**src/rtl/reg_bank_mp.sv**
```systemverilog
// Multi-read-port register bank: one write port, NRD combinational read ports,
// optional hardwired-zero entry 0, optional write bypass and a bulk-clear sequencer.
`timescale 1ns/1ps

module reg_bank_mp_rdport #(
  parameter int W       = 16,
  parameter int N       = 5,
  parameter int ZERO_R0 = 1,
  parameter int BYPASS  = 1
) (
  input  logic [(1<<N)-1:0][W-1:0] mem_i,
  input  logic [N-1:0]             raddr_i,
  input  logic                     wr_acc_i,
  input  logic [N-1:0]             waddr_i,
  input  logic [W-1:0]             wdata_i,
  output logic [W-1:0]             rdata_o
);
  always_comb begin
    rdata_o = mem_i[raddr_i];
    if ((BYPASS != 0) && wr_acc_i && (waddr_i == raddr_i)) rdata_o = wdata_i;
    if ((ZERO_R0 != 0) && (raddr_i == '0))                 rdata_o = '0;
  end
endmodule

module reg_bank_mp #(
  parameter int W       = 16,
  parameter int N       = 5,
  parameter int NRD     = 2,
  parameter int ZERO_R0 = 1,
  parameter int BYPASS  = 1
) (
  input  logic             clk,
  input  logic             reset,
  input  logic             we,
  input  logic [N-1:0]     addr_rd,
  input  logic [W-1:0]     data_in,
  input  logic [NRD*N-1:0] addr_rs,
  output logic [NRD*W-1:0] rs,
  input  logic             clr_req,
  output logic             clr_busy,
  output logic             clr_done,
  output logic             wr_drop
);
  localparam int DEPTH = 1 << N;

  typedef enum logic [1:0] {IDLE, CLEAR, DONE} state_t;

  state_t                    state_q, state_d;
  logic [N-1:0]              cnt_q, cnt_d;
  logic                      wr_drop_q, wr_drop_d;
  logic [DEPTH-1:0][W-1:0]   mem_q;
  logic                      wr_acc;

  // Writes to entry 0 vanish silently when it is hardwired; only FSM-busy rejects flag wr_drop.
  assign wr_acc    = we && !reset && (state_q == IDLE) &&
                     !((ZERO_R0 != 0) && (addr_rd == '0));
  assign wr_drop_d = we && (state_q != IDLE);

  always_ff @(posedge clk or posedge reset) begin
    if (reset) begin
      state_q   <= IDLE;
      cnt_q     <= '0;
      wr_drop_q <= 1'b0;
    end else begin
      state_q   <= state_d;
      cnt_q     <= cnt_d;
      wr_drop_q <= wr_drop_d;
    end
  end

  always_comb begin
    state_d = state_q;
    cnt_d   = cnt_q;
    case (state_q)
      IDLE: begin
        cnt_d = '0;
        if (clr_req) state_d = CLEAR;
      end
      CLEAR: begin
        cnt_d = cnt_q + 1'b1;
        if (cnt_q == {N{1'b1}}) state_d = DONE;
      end
      DONE:    state_d = IDLE;
      default: state_d = IDLE;
    endcase
  end

  always_comb begin
    clr_busy = (state_q == CLEAR);
    clr_done = (state_q == DONE);
    wr_drop  = wr_drop_q;
  end

  // A write accepted alongside clr_req lands first; the sweep then overwrites it.
  always_ff @(posedge clk or posedge reset) begin
    if (reset)                 mem_q <= '0;
    else if (state_q == CLEAR) mem_q[cnt_q] <= '0;
    else if (wr_acc)           mem_q[addr_rd] <= data_in;
  end

  for (genvar i = 0; i < NRD; i++) begin : g_rd
    reg_bank_mp_rdport #(.W(W), .N(N), .ZERO_R0(ZERO_R0), .BYPASS(BYPASS)) u_rd (
      .mem_i    (mem_q),
      .raddr_i  (addr_rs[i*N +: N]),
      .wr_acc_i (wr_acc),
      .waddr_i  (addr_rd),
      .wdata_i  (data_in),
      .rdata_o  (rs[i*W +: W])
    );
  end
endmodule

```
**config.mk**
```make
export PLATFORM = sky130hd
export DESIGN_NAME = reg_bank_mp
export DESIGN_NICKNAME = d
export VERILOG_FILES = /design/src/rtl/reg_bank_mp.sv
export SDC_FILE = /design/constraint.sdc
export NUM_CORES = 1
export LEC_CHECK = 0
export ABC_CLOCK_PERIOD_IN_PS = 19000
export CELL_PAD_IN_SITES_DETAIL_PLACEMENT = 1
export CELL_PAD_IN_SITES_GLOBAL_PLACEMENT = 1
export CORE_MARGIN = 10
export CORE_UTILIZATION = 38
export CTS_BUF_LIST = sky130_fd_sc_hd__clkbuf_8
export CTS_CLUSTER_SIZE = 10
export DETAILED_ROUTE_END_ITERATION = 6
export HOLD_SLACK_MARGIN = 0.12
export PLACE_DENSITY_LB_ADDON = 0.1
export SLEW_MARGIN = 15
export SYNTH_ARGS = -nofsm -noshare
export SYNTH_HDL_FRONTEND = slang
export SYNTH_SLANG_ARGS = --single-unit
```
**constraint.sdc**
```tcl
create_clock -name clk -period 19 [get_ports clk]
set_input_delay 1.9 -clock clk [delete_from_list [all_inputs] [get_ports clk]]
set_output_delay 1.9 -clock clk [all_outputs]
set_load 0.02 [all_outputs]
```
Yosys cells after proc, flatten, opt, wreduce, memory -nomap -nowiden
Cells that the tools add are included.
- multiply operators: 0
- equality and inequality tests: 7
- reduce and logical (&&, ||, !) cells: 18
- mux-type cells: 19
- add/sub/neg operators: 1
- shifts and indexed selects: 0
- bitwise logic cells: 2
- divide/modulo/power cells: 0
- $lt $le $gt $ge: 6
- operator list (kind ; number):
    $mux 512 ; 2
    $and 512x512->512 ; 1
    $bwmux 512 ; 1
    $not 512->512 ; 1
    $bmux 16 s5 ; 2
    $demux 16 s5 ; 2
    $mux 16 ; 8
    $lt 5x6->1 const B ; 4
    $logic_not 5->1 ; 3
    $eq 5x5->1 ; 2
    $ge 5x1->1 const B ; 2
    $pmux 5 s2 ; 1
    $logic_and 1x1->1 ; 8
    $reduce_bool 2->1 ; 3
    $add 5x1->5 const B ; 1
    $eq 5x5->1 const B ; 1
    $mux 2 ; 2
    $pmux 2 s2 ; 1
    $eq 2x1->1 const B ; 1
    $eq 2x2->1 const B ; 1
    $logic_not 1->1 ; 2
    $logic_not 2->1 ; 1
    $ne 2x1->1 const B ; 1
    $ne 2x2->1 const B ; 1
    $reduce_and 2->1 ; 1
- ROM bits: 0
- memories kept: 0
- latch bits: 0
- input bits: 35
- output and inout port bits: 35
- memory bits (writable): 0
- bits in registers: 520
- word-level logic and storage cells: 88

Depth between registers and ports, before layout
Gate-level depths: netlist of the first run.
- depth after elaboration: 7
- mapped depth: 10
- gate-level depth less buffers: 6

Hierarchy
From an unflattened synthesis of the first run, not the netlist that was laid out.
- cells, all modules: 3168
- area, all modules: 31013.5 um^2
- by module, submodules not included (module ; area each (um^2) ; instances ; sequential area each (um^2) ; cells an instance):
    reg_bank_mp ; 21704.6 ; 1 ; 13012.5 ; 2006
    reg_bank_mp_rdport ; 4654.5 ; 2 ; 0.0 ; 581

Least setup slack after synthesis of the first run
Ideal clock, no wire load.
- path type: in2out
- start: input port addr_rs[1]
- end: output port rs[10]
- setup slack: 13.187 ns
- stages on the path: 7
- data required time: 17.100 ns
- path buffers: 3
- arrival time: 3.913 ns
- path through: buf_2 -> buf_2 -> buf_1 -> mux4_2 -> mux2_2 -> a2111oi_0 -> o21ai_0
- word-level cells in the longest chain between the ends: 4
- elaborated cells between the ends (all ways): 7
- those cells by class: eq/ne: 1; mux: 4; reduce/logical: 2
- RTL lines (what ; RTL line ; RTL):
    start: declaration ; 37 ; input logic [NRD*N-1:0] addr_rs,
    $bmux 16 s5 or $eq 5x5->1 (tied branches) ; 19, 20 ;
    $mux 16 (not written as such) or $logic_and 1x1->1 (tied branches) ; 19, 20 ;
    $mux 16 ; 20 ; if ((BYPASS != 0) && wr_acc_i && (waddr_i == raddr_i)) rdata_o = wdata_i;
    $mux 16 * ; 21 ; if ((ZERO_R0 != 0) && (raddr_i == '0)) rdata_o = '0;
    end: declaration ; 38 ; output logic [NRD*W-1:0] rs,
Every way passes the cells marked *; elsewhere a longest branch is shown, timed or not. The select of a mux whose other input is x is not followed.

Final worst setup path of the first run
- start: input port addr_rs[0]
- end: output port rs[15]
Same word-level chain as after synthesis.

==> run_results.csv, run 1 <==
group,metric,value,unit
run_status,status,"complete, no violations",
min_path,hold_path_startpoint,"mem_q[503]",
finish,drive_gt1_share,19.5,%
synth,synth_most_common_cell,"dfrtp_1",
synth,synth_top_area_cell,"dfrtp_1",
global_routing,met2_usage,41.2,%
drt,wl,118000,um
placement,dp_hpwl,69600,um
synth,avgSynthCellArea,12.0,um^2
global_routing,grt_pass1_vias,23400,
die,core.rowCount,99,
clock_network,tritoncts,"done",
sta,tightestPinTransition,1340,ps
finish,syn_to_final_growth,11.9,%
clock_network,clk_latency,720,ps
synth,synth_top_area_share,46.5,%
finish,layout.nets,2357,
die,core,73000,um^2
placement,place_inst,3178,
synth,synth_flop_cell,"dfrtp_1",
synth,syn_nets,2368,
finish,utilization,43.0,%
die,die_x,292,um
min_path,whs_endpoint,"mem_q[503]",
critical_path,start_kind,"input port",
drt,drc,0,
sta,setup_violations,0,
flow_run,drv_cap,0,
min_path,hold_path.class,"register to register",
synth,async_reset_ff_share,100,%
synth,syn_area,28000,um^2
die,ios,70,
synth,synthTopCellsByArea,"dfrtp_1 (46%), a22o_1 (16%), mux2i_1 (10%), mux4_2 (8.2%), mux2_2 (2.5%)",
pwr,power_density,88.1,nW/um^2
drt,drtIter0Drc,1958,
synth,synth_warnings,0,
pwr,p_leak,14.3,nW
pwr,pwr-share-clk,38.8,%
clock_network,cts_max_path_buffers,3,
sta,fmax,0.115,GHz
sta,slew_headroom,8.10,%
drt,avgViaCountPerCell,6.73,
critical_path,endpoint_kind,"output port",
critical_path,cp.required,17100,ps
clock_network,cts-buffers-inserted,96,
min_path,min_path_cells,1,
global_routing,grt_usage,27.1,%
placement,io_buffers,69,
pwr,p_int,1.88,mW
clock_network,cts_setup_buffers,0,
critical_path,critPathMaxStageDelay,980,ps
drt,via_count,22500,
sta,setup_ws,10300,ps
global_routing,grt_util_met3,5.14,%
sta,fin_crit,8700,ps
pwr,p_comb_share,17.4,%
synth,ys_ff_latch,520,
clock_network,ctsHtreeMaxLevel,3,
clock_network,clk_pin_slew,50,ps
critical_path,crit_top_cell,"buf_4",
pwr,ir_drop,50.1,uV
global_routing,overflow,0,
sta,skew,22.0,ps
clock_network,cts-root-buf,"clkbuf_8",
synth,yosys.cell_types.count,55,
synth,synth_edf_count,0,
critical_path,r2r_start,"state_q[1]",
pwr,swShare,32.0,%
clock_network,cts.sinks,520,
critical_path,r2r_end,"mem_q[420]",
clock_network,cts_hold_buf,0,
synth,synthTopCellsByCount,"dfrtp_1 (520), a22o_1 (497), mux2i_1 (281), clkbuf_1 (160), mux4_2 (102)",
critical_path,worstPathMaxFanout,73,
critical_path,criticalPathCategory,"input port to output port",
sta,finalSetupTns,0,ps
global_routing,grt_max_degree,154,
clock_network,cts_resized,0,
global_routing,grt_busiest_layer,"met2",
global_routing,grt_pass1_wl,173000,um
die,die_h,292,um
critical_path,slowest_stage,"buf_4",
placement,dpl_worst_slack,10360,ps
critical_path,r2r_cells,6,
drt,wire_per_inst,35.3,um
pwr,p_switching,0.884,mW
pwr,seq_power_share,43.7,%
placement,place.gp.congestion,0.819,
synth,netlist_instances,2328,
critical_path,r2r_slack,15200,ps
critical_path,worst_ep_arrival_time,6800,ps
die,die_area,85000,um^2
sta,fin_crit_sh,45.8,%
critical_path,critical_path.cell_chain,"buf_8, buf_4, buf_4, mux2i_1, o22ai_1, a2111oi_0, o21ai_0, clkdlybuf4s50_1",
die,initial_core_util,38.4,%
sta,hold_violations,0,
synth,yosysSeqAreaShare,46.5,%
sta,slew_viol_final,0,
drt,dr.pass1.iters,5,
sta,rsz0062_at_grt,"false",
drt,ant_nets,0,
global_routing,grt_use_met1,37.2,%
finish,finalNonFillerCells,3338,
global_routing,antenna_found_initial,3,
## cell families after synthesis
family | Yosys count | share of synthesized area (%)
compound gates | 788 | 22.3
xor+xnor | 10 | 0.313
fa+ha+maj | 5 | 0.223
buf+inv | 290 | 4.45
flops | 520 | 46.5
mux | 445 | 20.7
simple gates | 270 | 5.57
## through the flow
step           cell area (um^2)  power, mW  hold WS, ps
6_report                  31300       2.76          514
5_1_grt                   31300       2.87          537
4_1_cts                   31300       2.78          514
3_5_place_dp              29500       1.70          496
3_3_place_gp              29500       1.69          488
2_1_floorplan             28000       1.49          467
## flip-flops by register name (all words and copies together) (netlist names)
name and count:
state_q 2, wr_drop 1, cnt_q 5, mem_q 512
## power groups by stage
stage | clock network, mW | registers (mW) | logic (mW)
3_5_place_dp | 0 | 1.22 | 0.473
6_report | 1.07 | 1.21 | 0.482
4_1_cts | 1.10 | 1.21 | 0.475
3_3_place_gp | 0 | 1.22 | 0.466
2_1_floorplan | 0 | 1.20 | 0.286
5_1_grt | 1.15 | 1.21 | 0.503
## worst max-delay path by stage
stage,startpoint,end,depth (start not counted)
after CTS,addr_rs[0],rs[5],8
final,addr_rs[0],rs[15],8
after global placement,addr_rs[0],rs[5],8
after global routing,addr_rs[0],rs[5],8
after detailed placement,addr_rs[0],rs[5],8
after floorplan,reset,cnt_q[0],1
## critical path, delay by kind of cell
family / cells / cell delay, ps
AO/OA/AOI/OAI: 3 / 1380
buffers and inverters: 4 / 3070
multiplexers: 1 / 270
## layout make-up
type | instances | area [um^2]
clock inverters | 37 | 179
multi-input cells | 1518 | 13900
diodes | 2 | 5.00
clock buffers | 121 | 1670
inverters | 22 | 90.1
fillers | 7581 | 41600
repair buffers | 159 | 1330
well taps | 959 | 1200
flip-flops and latches | 520 | 13000
## placed cells by master (no fill, tap or decap), drive strengths merged, types with 8 or more instances in the layout
| master | n |
|---|---|
| mux4 | 102 |
| a21oi | 46 |
| mux2i | 281 |
| inv | 53 |
| mux2 | 62 |
| a211oi | 16 |
| a22o | 497 |
| o221ai | 15 |
| clkdlybuf4s50 | 51 |
| o22ai | 89 |
| nand2 | 62 |
| nor3 | 22 |
| or3 | 18 |
| nor2 | 73 |
| dfrtp | 520 |
| a21o | 17 |
| clkbuf | 121 |
| and2 | 23 |
| nand4 | 15 |
| nand3 | 8 |
| buf | 108 |
| nand2b | 16 |
| o21ai | 68 |
| a2111oi | 30 |
## layer usage
metal	vias up	share of wire (%)
li1	9058	-
met4	0	4.4
met5	-	0
met2	978	46
met3	243	6.6
met1	12200	43
No activity file was read; power rests on OpenSTA's default activity.
==> run 2, diff against run 1 <==
ABC_CLOCK_PERIOD_IN_PS = 8700   (was 19000)
clock period = 8.7 ns   (was 19 ns; I/O delays follow)
==> run 2 against run 1 <==
  * Clock skew increased by 20 ps
  * Combinational power is 120% higher
  * Sequential share of layout area fell by 0.43 points
  * Wire length is 1.2% higher
  * Sequential cell count unchanged
  * Hold slack lost 1.9 ps
  * Sequential power grew 120%
  * Power up 120%
  * Register-to-register slack lost 11000 ps
  * First-iteration DRC count grew 19%
  * Setup slack worse by 7400 ps
==> run_results.csv, run 2 (same netlist as run 1, synthesis figures left out) <==
group,metric,value,unit
placement,place_inst,3205,
global_routing,overflow,0,
finish,reg_top3,"mem_q (512), cnt_q (5), state_q (2)",
clock_network,cts_resized,0,
pwr,power_density,194,nW/um^2
die,die_x,292,um
drt,dr.pass1.iters,5,
critical_path,worstPathMaxFanout,75,
clock_network,tritoncts,"done",
global_routing,grt_max_degree,176,
finish,fillCellCount,7576,
clock_network,ctsHtreeMaxLevel,3,
flow_run,drv_cap,0,
placement,post_dp_cell_area,29700,um^2
finish,layout_common_cells,"dfrtp_1 (520), a22o_1 (497), mux2i_1 (281)",
die,core.rowCount,99,
critical_path,cp.required,7830,ps
placement,io_buffers,69,
drt,via_count,22700,
global_routing,grt_pass1_vias,24000,
die,initial_core_util,38.4,%
clock_network,clk_latency,710,ps
sta,fmax,0.174,GHz
clock_network,cts_max_path_buffers,3,
die,die_h,292,um
die,die_area,85000,um^2
sta,hold_violations,0,
clock_network,cts_setup_buffers,0,
min_path,hold_path.class,"register to register",
finish,drive_gt1_share,21.2,%
sta,slew_viol_final,0,
finish,final_common_cell,"dfrtp_1",
critical_path,endpoint_kind,"output port",
finish,syn_to_final_growth,13.1,%
sta,rsz0062_at_grt,"false",
pwr,ir_drop,102,uV
finish,multi_input_area,13800,um^2
sta,setup_violations,0,
clock_network,cts-root-buf,"clkbuf_8",
drt,drc,0,
finish,largest-register,"mem_q",
sta,finalSetupTns,0,ps
clock_network,cts.sinks,520,
global_routing,grt_pass1_wl,176000,um
clock_network,cts_hold_buf,0,
sta,fin_crit,5760,ps
drt,ant_nets,0,
critical_path,start_kind,"input port",
sta,skew,42.2,ps
placement,dp_hpwl,73900,um
die,core,73000,um^2
drt,drtIter0Drc,2333,
finish,register_area,13000,um^2
drt,wire_per_inst,35.3,um
placement,place.gp.congestion,0.855,
global_routing,grt_usage,27.5,%
clock_network,cts-buffers-inserted,98,
die,ios,70,
sta,slew_headroom,12.7,%
global_routing,antenna_found_initial,4,
finish,fin_area,31700,um^2
sta,tightestPinTransition,1280,ps
finish,utilization,43.4,%
drt,avgViaCountPerCell,6.72,
critical_path,worst_ep_arrival_time,4890,ps
finish,finalNonFillerCells,3384,
clock_network,clk_pin_slew,60,ps
critical_path,criticalPathCategory,"input port to output port",
sta,fin_crit_sh,66.2,%
run_status,status,"complete, no violations",
drt,wl,119000,um
finish,largest_register_ffs,512,
finish,layout.nets,2387,
pwr,p_leak,14.5,nW
==> run 2: changes by cell type in the layout (fill, tap and decap cells not counted), sizes merged, moves of 3 or more <==
cell / change
buf: +27
clkbuf: +7
clkinv: +14
clkinvlp: +3
inv: -3
==> run 2: cell type report <==
class	instances	area share, %
repair buffers	187	4.91
flip-flops and latches	520	41.1
inverters	22	0.273
clock buffers	127	5.52
well taps	959	3.79
multi-input cells	1518	43.7
clock inverters	50	0.750
diodes	1	0.00790
==> run 2: worst max-delay path: stages <==
cell and delay [ps]:
buf_8 580, buf_4 590, mux4_2 420, mux2_2 290
a2111oi_1 980, buf_4 260, a211oi_1 60, a21o_1 170
clkdlybuf4s50_1 540
==> run 2: power breakdown <==
| group | total (mW) | leakage (nW) | switching, mW | internal, mW |
|---|---|---|---|---|
| Sequential | 2.63 | 7.24 | 0.115 | 2.52 |
| Clock | 2.46 | 1.14 | 1.15 | 1.31 |
| Combinational | 1.05 | 6.13 | 0.726 | 0.329 |
==> run 2: per-layer routing <==
metal  track usage, %  share of wire, %  vias up
li1                 -                 -     9146
met1             38.3                44    12300
met2             41.3                45     1073
met3             5.35               7.5      249
met4             11.6               4.2        4
met5                0             0.019        -
==> run 2: path summary, 6_finish.rpt <==
kind	start	to	slack [ps]	cells after the start
worst max register to register	state_q[1]	mem_q[466]	4660	6
worst min register to register	mem_q[11]	mem_q[11]	510	1
worst min-delay path	mem_q[11]	mem_q[11]	510	1
max in group asynchronous	reset	mem_q[118]	5930	4
min in group asynchronous	reset	state_q[1]	590	2
worst max-delay path	addr_rs[5]	rs[20]	2940	9
==> run 2: stage by stage <==
stage,total power [mW],setup WS (ps),hold slack [ps]
6_report,6.15,2940,512
5_1_grt,6.37,2880,532
3_3_place_gp,3.69,2750,494
2_1_floorplan,3.25,766,467
3_5_place_dp,3.71,2910,494
4_1_cts,6.18,2870,513
==> variant 1 (config.mk and constraints of run 1) <==
`N` is set to 5 in 2 places; all go to 4.
--- a/src/rtl/reg_bank_mp.sv
+++ b/src/rtl/reg_bank_mp.sv
@@ -6,3 +6,3 @@
   parameter int W       = 16,
-  parameter int N       = 5,
+  parameter int N       = 4,
   parameter int ZERO_R0 = 1,
@@ -26,3 +26,3 @@
   parameter int W       = 16,
-  parameter int N       = 5,
+  parameter int N       = 4,
   parameter int NRD     = 2,
Interface: changed (resized addr_rd and addr_rs); port bits go from 70 to 67. The function was not compared with the original's and may differ.
==> variant 1 against run 1 <==
- routed wire length fell by 55%
- area after synthesis fell by 49%
- sequential cell count fell by 257
- total power fell by 46%
- register-to-register slack improved by 0.82 ns
- cell count fell by 49%
- final area fell by 48%
- combinational power fell by 39%
- setup slack improved by 1.4 ns
- count of clock-buffer cells in the layout fell by 58
- largest cell class unchanged
- highest routed layer is now met5
==> variant 1: results <==
{
  "status": "finished clean",
  "fin_nets": 1220,
  "max_slew.worst_pin.slew_ns": 1.15,
  "port_buffers": 66,
  "async_flop_share": 1.00,
  "yosysSeqAreaShare": 0.464,
  "clock_skew_ns": 0.0258,
  "drt_iter0_drc": 961,
  "drive_gt1_frac": 0.181,
  "grt_pass1_wl_um": 80600,
  "synthTopCellsByArea": "dfrtp_1 (46%), a22o_1 (15%), mux4_2 (10%)",
  "synth_compound_area_frac": 0.237,
  "synth_xor_xnor_area_share": 0.00494,
  "post_dp_cell_area_um2": 15200,
  "synthTopCellsByCount": "dfrtp_1 (263), a22o_1 (243), mux2i_1 (129), clkbuf_1 (76), o22ai_1 (65)",
  "grt_max_degree": 128,
  "max_stage_delay_ns": 0.73,
  "place_hpwl_um": 34200,
  "wl_per_cell_um": 31.8,
  "min-delay-start": "mem_q[11]",
  "synth_cell_types": 45,
  "cts_made_buffers": 49,
  "clock_latency_ns": 0.63,
  "place_congestion": 0.852,
  "cp-startpoint": "addr_rs[1]",
  "synth_fa_ha_area_frac": 0.00353,
  "htreeDepth": 2,
  "cp_max_fo": 33,
  "root_buffer": "clkbuf_8",
  "leakage_nw": 7.05,
  "synth_ff_type": "dfrtp_1",
  "vias_per_cell": 6.63,
  "grt_use_total": 0.237,
  "cpMaxStageDelayCell": "nand3b_1",
  "switching_power_mw": 0.486,
  "worstPathArrival_ns": 5.41,
  "antenna_found_initial": 2,
  "timing.rr.start": "state_q[1]",
  "reg_top3": "mem_q: 256 flops, cnt_q: 4 flops, state_q: 2 flops",
  "peakVddDrop_uv": 59.5
}
variant 1: changes by cell type after synthesis, moves of 30 or more:
| cell | change |
|---|---|
| mux4_2 | -38 |
| clkbuf_1 | -84 |
| a22o_1 | -254 |
| o21ai_0 | -67 |
| buf_2 | -37 |
| nand2_1 | -59 |
| a2111oi_0 | -30 |
| mux2_2 | -60 |
| mux2i_1 | -152 |
| dfrtp_1 | -257 |
| o31ai_1 | +31 |
variant 1: layer usage:
layer,track usage,share of wire,up-vias
li1,-,-,4698
met1,0.341,0.46,5965
met2,0.345,0.44,430
met3,0.0531,0.075,95
met4,0.0731,0.023,2
met5,0.0115,0.0012,-
variant 1: cell families after synthesis:
logic type	after synthesis
compound gates	423
xor+xnor	8
fa+ha+maj	4
buf+inv	146
flops	263
mux	195
simple gates	124
variant 1: area by class of cell:
| class | instances | area (µm²) |
|---|---|---|
| flip-flops and latches | 263 | 6580 |
| clock inverters | 22 | 149 |
| repair buffers | 110 | 966 |
| clock buffers | 63 | 867 |
| diodes | 1 | 2.50 |
| inverters | 6 | 30.0 |
| well taps | 468 | 586 |
| multi-input cells | 754 | 7030 |
| fillers | 3792 | 20500 |
variant 1: power groups by stage:
stage	Sequential (mW)	Combinational, mW	Clock [mW]
floorplan	0.617	0.189	0
global placement	0.629	0.289	0
detailed placement	0.630	0.290	0
CTS	0.621	0.292	0.597
global route	0.626	0.309	0.619
finish	0.622	0.292	0.584
variant 1: final timing paths:
kind	end	slack, ns	cells past startpoint
max	rs[9]	11.69	7
min in group asynchronous	mem_q[11]	1.86	2
max in group asynchronous	mem_q[1]	14.58	4
min	mem_q[11]	0.51	1
max reg2reg	mem_q[149]	16.02	4
min reg2reg	mem_q[11]	0.51	1
variant 1: through the flow:
step	hold slack, ns	cells	utilization	power [mW]	setup slack (ns)
2_1_floorplan	0.475	1163	-	0.806	9.86
3_3_place_gp	0.494	1601	0.414	0.918	11.82
3_5_place_dp	0.498	1601	0.414	0.920	11.78
4_1_cts	0.515	1686	0.442	1.51	11.75
5_1_grt	0.531	1686	0.442	1.55	11.60
6_report	0.510	1687	0.442	1.50	11.69
==> variant 2 (config.mk and constraints of run 1) <==
Without the edit above. Reset style: synchronous (`reset`), changed in 2 clocked blocks.
--- a/src/rtl/reg_bank_mp.sv
+++ b/src/rtl/reg_bank_mp.sv
@@ -58,3 +58,3 @@
 
-  always_ff @(posedge clk or posedge reset) begin
+  always_ff @(posedge clk) begin
     if (reset) begin
@@ -94,3 +94,3 @@
   // A write accepted alongside clr_req lands first; the sweep then overwrites it.
-  always_ff @(posedge clk or posedge reset) begin
+  always_ff @(posedge clk) begin
     if (reset)                 mem_q <= '0;
Formal check against the unedited RTL: not equivalent (Yosys sat finds a counterexample within 4 cycles, from zero or initial values and one cycle with reset high; the reset may be asserted at any time).
==> variant 2 against run 1 <==
- worst hold slack worse by 0.027 ns
- largest cell class unchanged
- critical path depth rose by 1
- sequential cell count is the same
- register-to-register slack gained 0.17 ns
- sequential share of layout area down 7.0 points
- final area shrank 3.7%
- die area fell by 3.4%
- routed wire length rose by 0.38%
- critical path type unchanged
- setup slack better by 0.14 ns
- area after synthesis decreased by 3.6%
- via count increased by 9.4%
Power is not compared: it rests on default switching activity, and its combinational part moved more than twofold at a synthesized area within 25%.
==> variant 2: results <==
{
  "min-delay-start": "mem_q[9]",
  "dp_worst_setup_slack_ns": 10.56,
  "synthTopCellsByArea": "dfxtp_1 (39%), a22oi_1 (14%), mux2i_1 (11%)",
  "wl_per_cell_um": 31.1,
  "synth_top_area_frac": 0.386,
  "drt_iter0_drc": 2474,
  "fillers": 7823,
  "power_mw": 2.44,
  "post_dp_cell_area_um2": 28200,
  "slew_headroom": 0.0806,
  "place_hpwl_um": 71000,
  "stdcell_count": 3811,
  "worstPathArrival_ns": 6.66,
  "status": "finished clean",
  "timing.rr.start": "state_q[1]",
  "grt_use_total": 0.279,
  "reg2reg_slack_ns": 15.37,
  "synth_cell_types": 56,
  "synthTopCellsByCount": "nor2_1 (551), dfxtp_1 (520), a22oi_1 (498), mux2i_1 (296), clkbuf_1 (190)",
  "async_flop_share": 0,
  "cp_max_fo": 69,
  "place_congestion": 0.871,
  "clock_skew_ns": 0.0281,
  "drive_gt1_frac": 0.161,
  "synth_ff_type": "dfxtp_1",
  "rr_worst_depth": 7,
  "syn_inst": 2857,
  "grt_pass1_wl_um": 173000,
  "firstDrtPassIters": 6,
  "reg2reg_to": "mem_q[135]",
  "cts_made_buffers": 97,
  "holdPathEnd": "mem_q[9]"
}
variant 2: kinds of logic after synthesis:
family | share of synthesized area
AOI/OAI and AO/OA | 0.213
xor gates and xnor gates | 0.00324
adders and majority gates | 0.00232
buffers and inverters | 0.0525
DFF | 0.386
muxes | 0.209
and+or+nand+nor | 0.135
variant 2: critical path, cell delays in order:
cell	delay, ns
buf_8	0.59
buf_4	0.89
buf_4	0.80
mux2i_1	0.29
o22ai_1	0.13
a2111oi_1	0.99
a211oi_1	0.12
a21o_1	0.21
clkdlybuf4s50_1	0.55
variant 2: worst max path at each step:
stage	start	to	slack [ns]
6_report	addr_rs[5]	rs[20]	10.44
5_1_grt	addr_rs[5]	rs[20]	10.22
4_1_cts	addr_rs[5]	rs[27]	10.56
3_5_place_dp	addr_rs[5]	rs[27]	10.56
3_3_place_gp	addr_rs[5]	rs[27]	10.62
2_1_floorplan	addr_rs[1]	rs[10]	13.14
variant 2: layout make-up:
class | count | area, µm² | share of cell area
diodes | 1 | 2.50 | 0.0000829
clock buffers | 120 | 1650 | 0.0547
clock inverters | 47 | 280 | 0.00928
inverters | 9 | 33.8 | 0.00112
multi-input cells | 2002 | 15200 | 0.505
flip-flops and latches | 520 | 10400 | 0.345
well taps | 940 | 1180 | 0.0389
repair buffers | 172 | 1400 | 0.0463
variant 2: routing by layer:
| metal | up-vias | share of wire | GRT usage |
|---|---|---|---|
| met1 | 12600 | 0.44 | 0.384 |
| met2 | 1099 | 0.44 | 0.419 |
| met5 | - | 0.00010 | 0 |
| met3 | 251 | 0.072 | 0.0437 |
| met4 | 2 | 0.046 | 0.139 |
| li1 | 10600 | - | - |
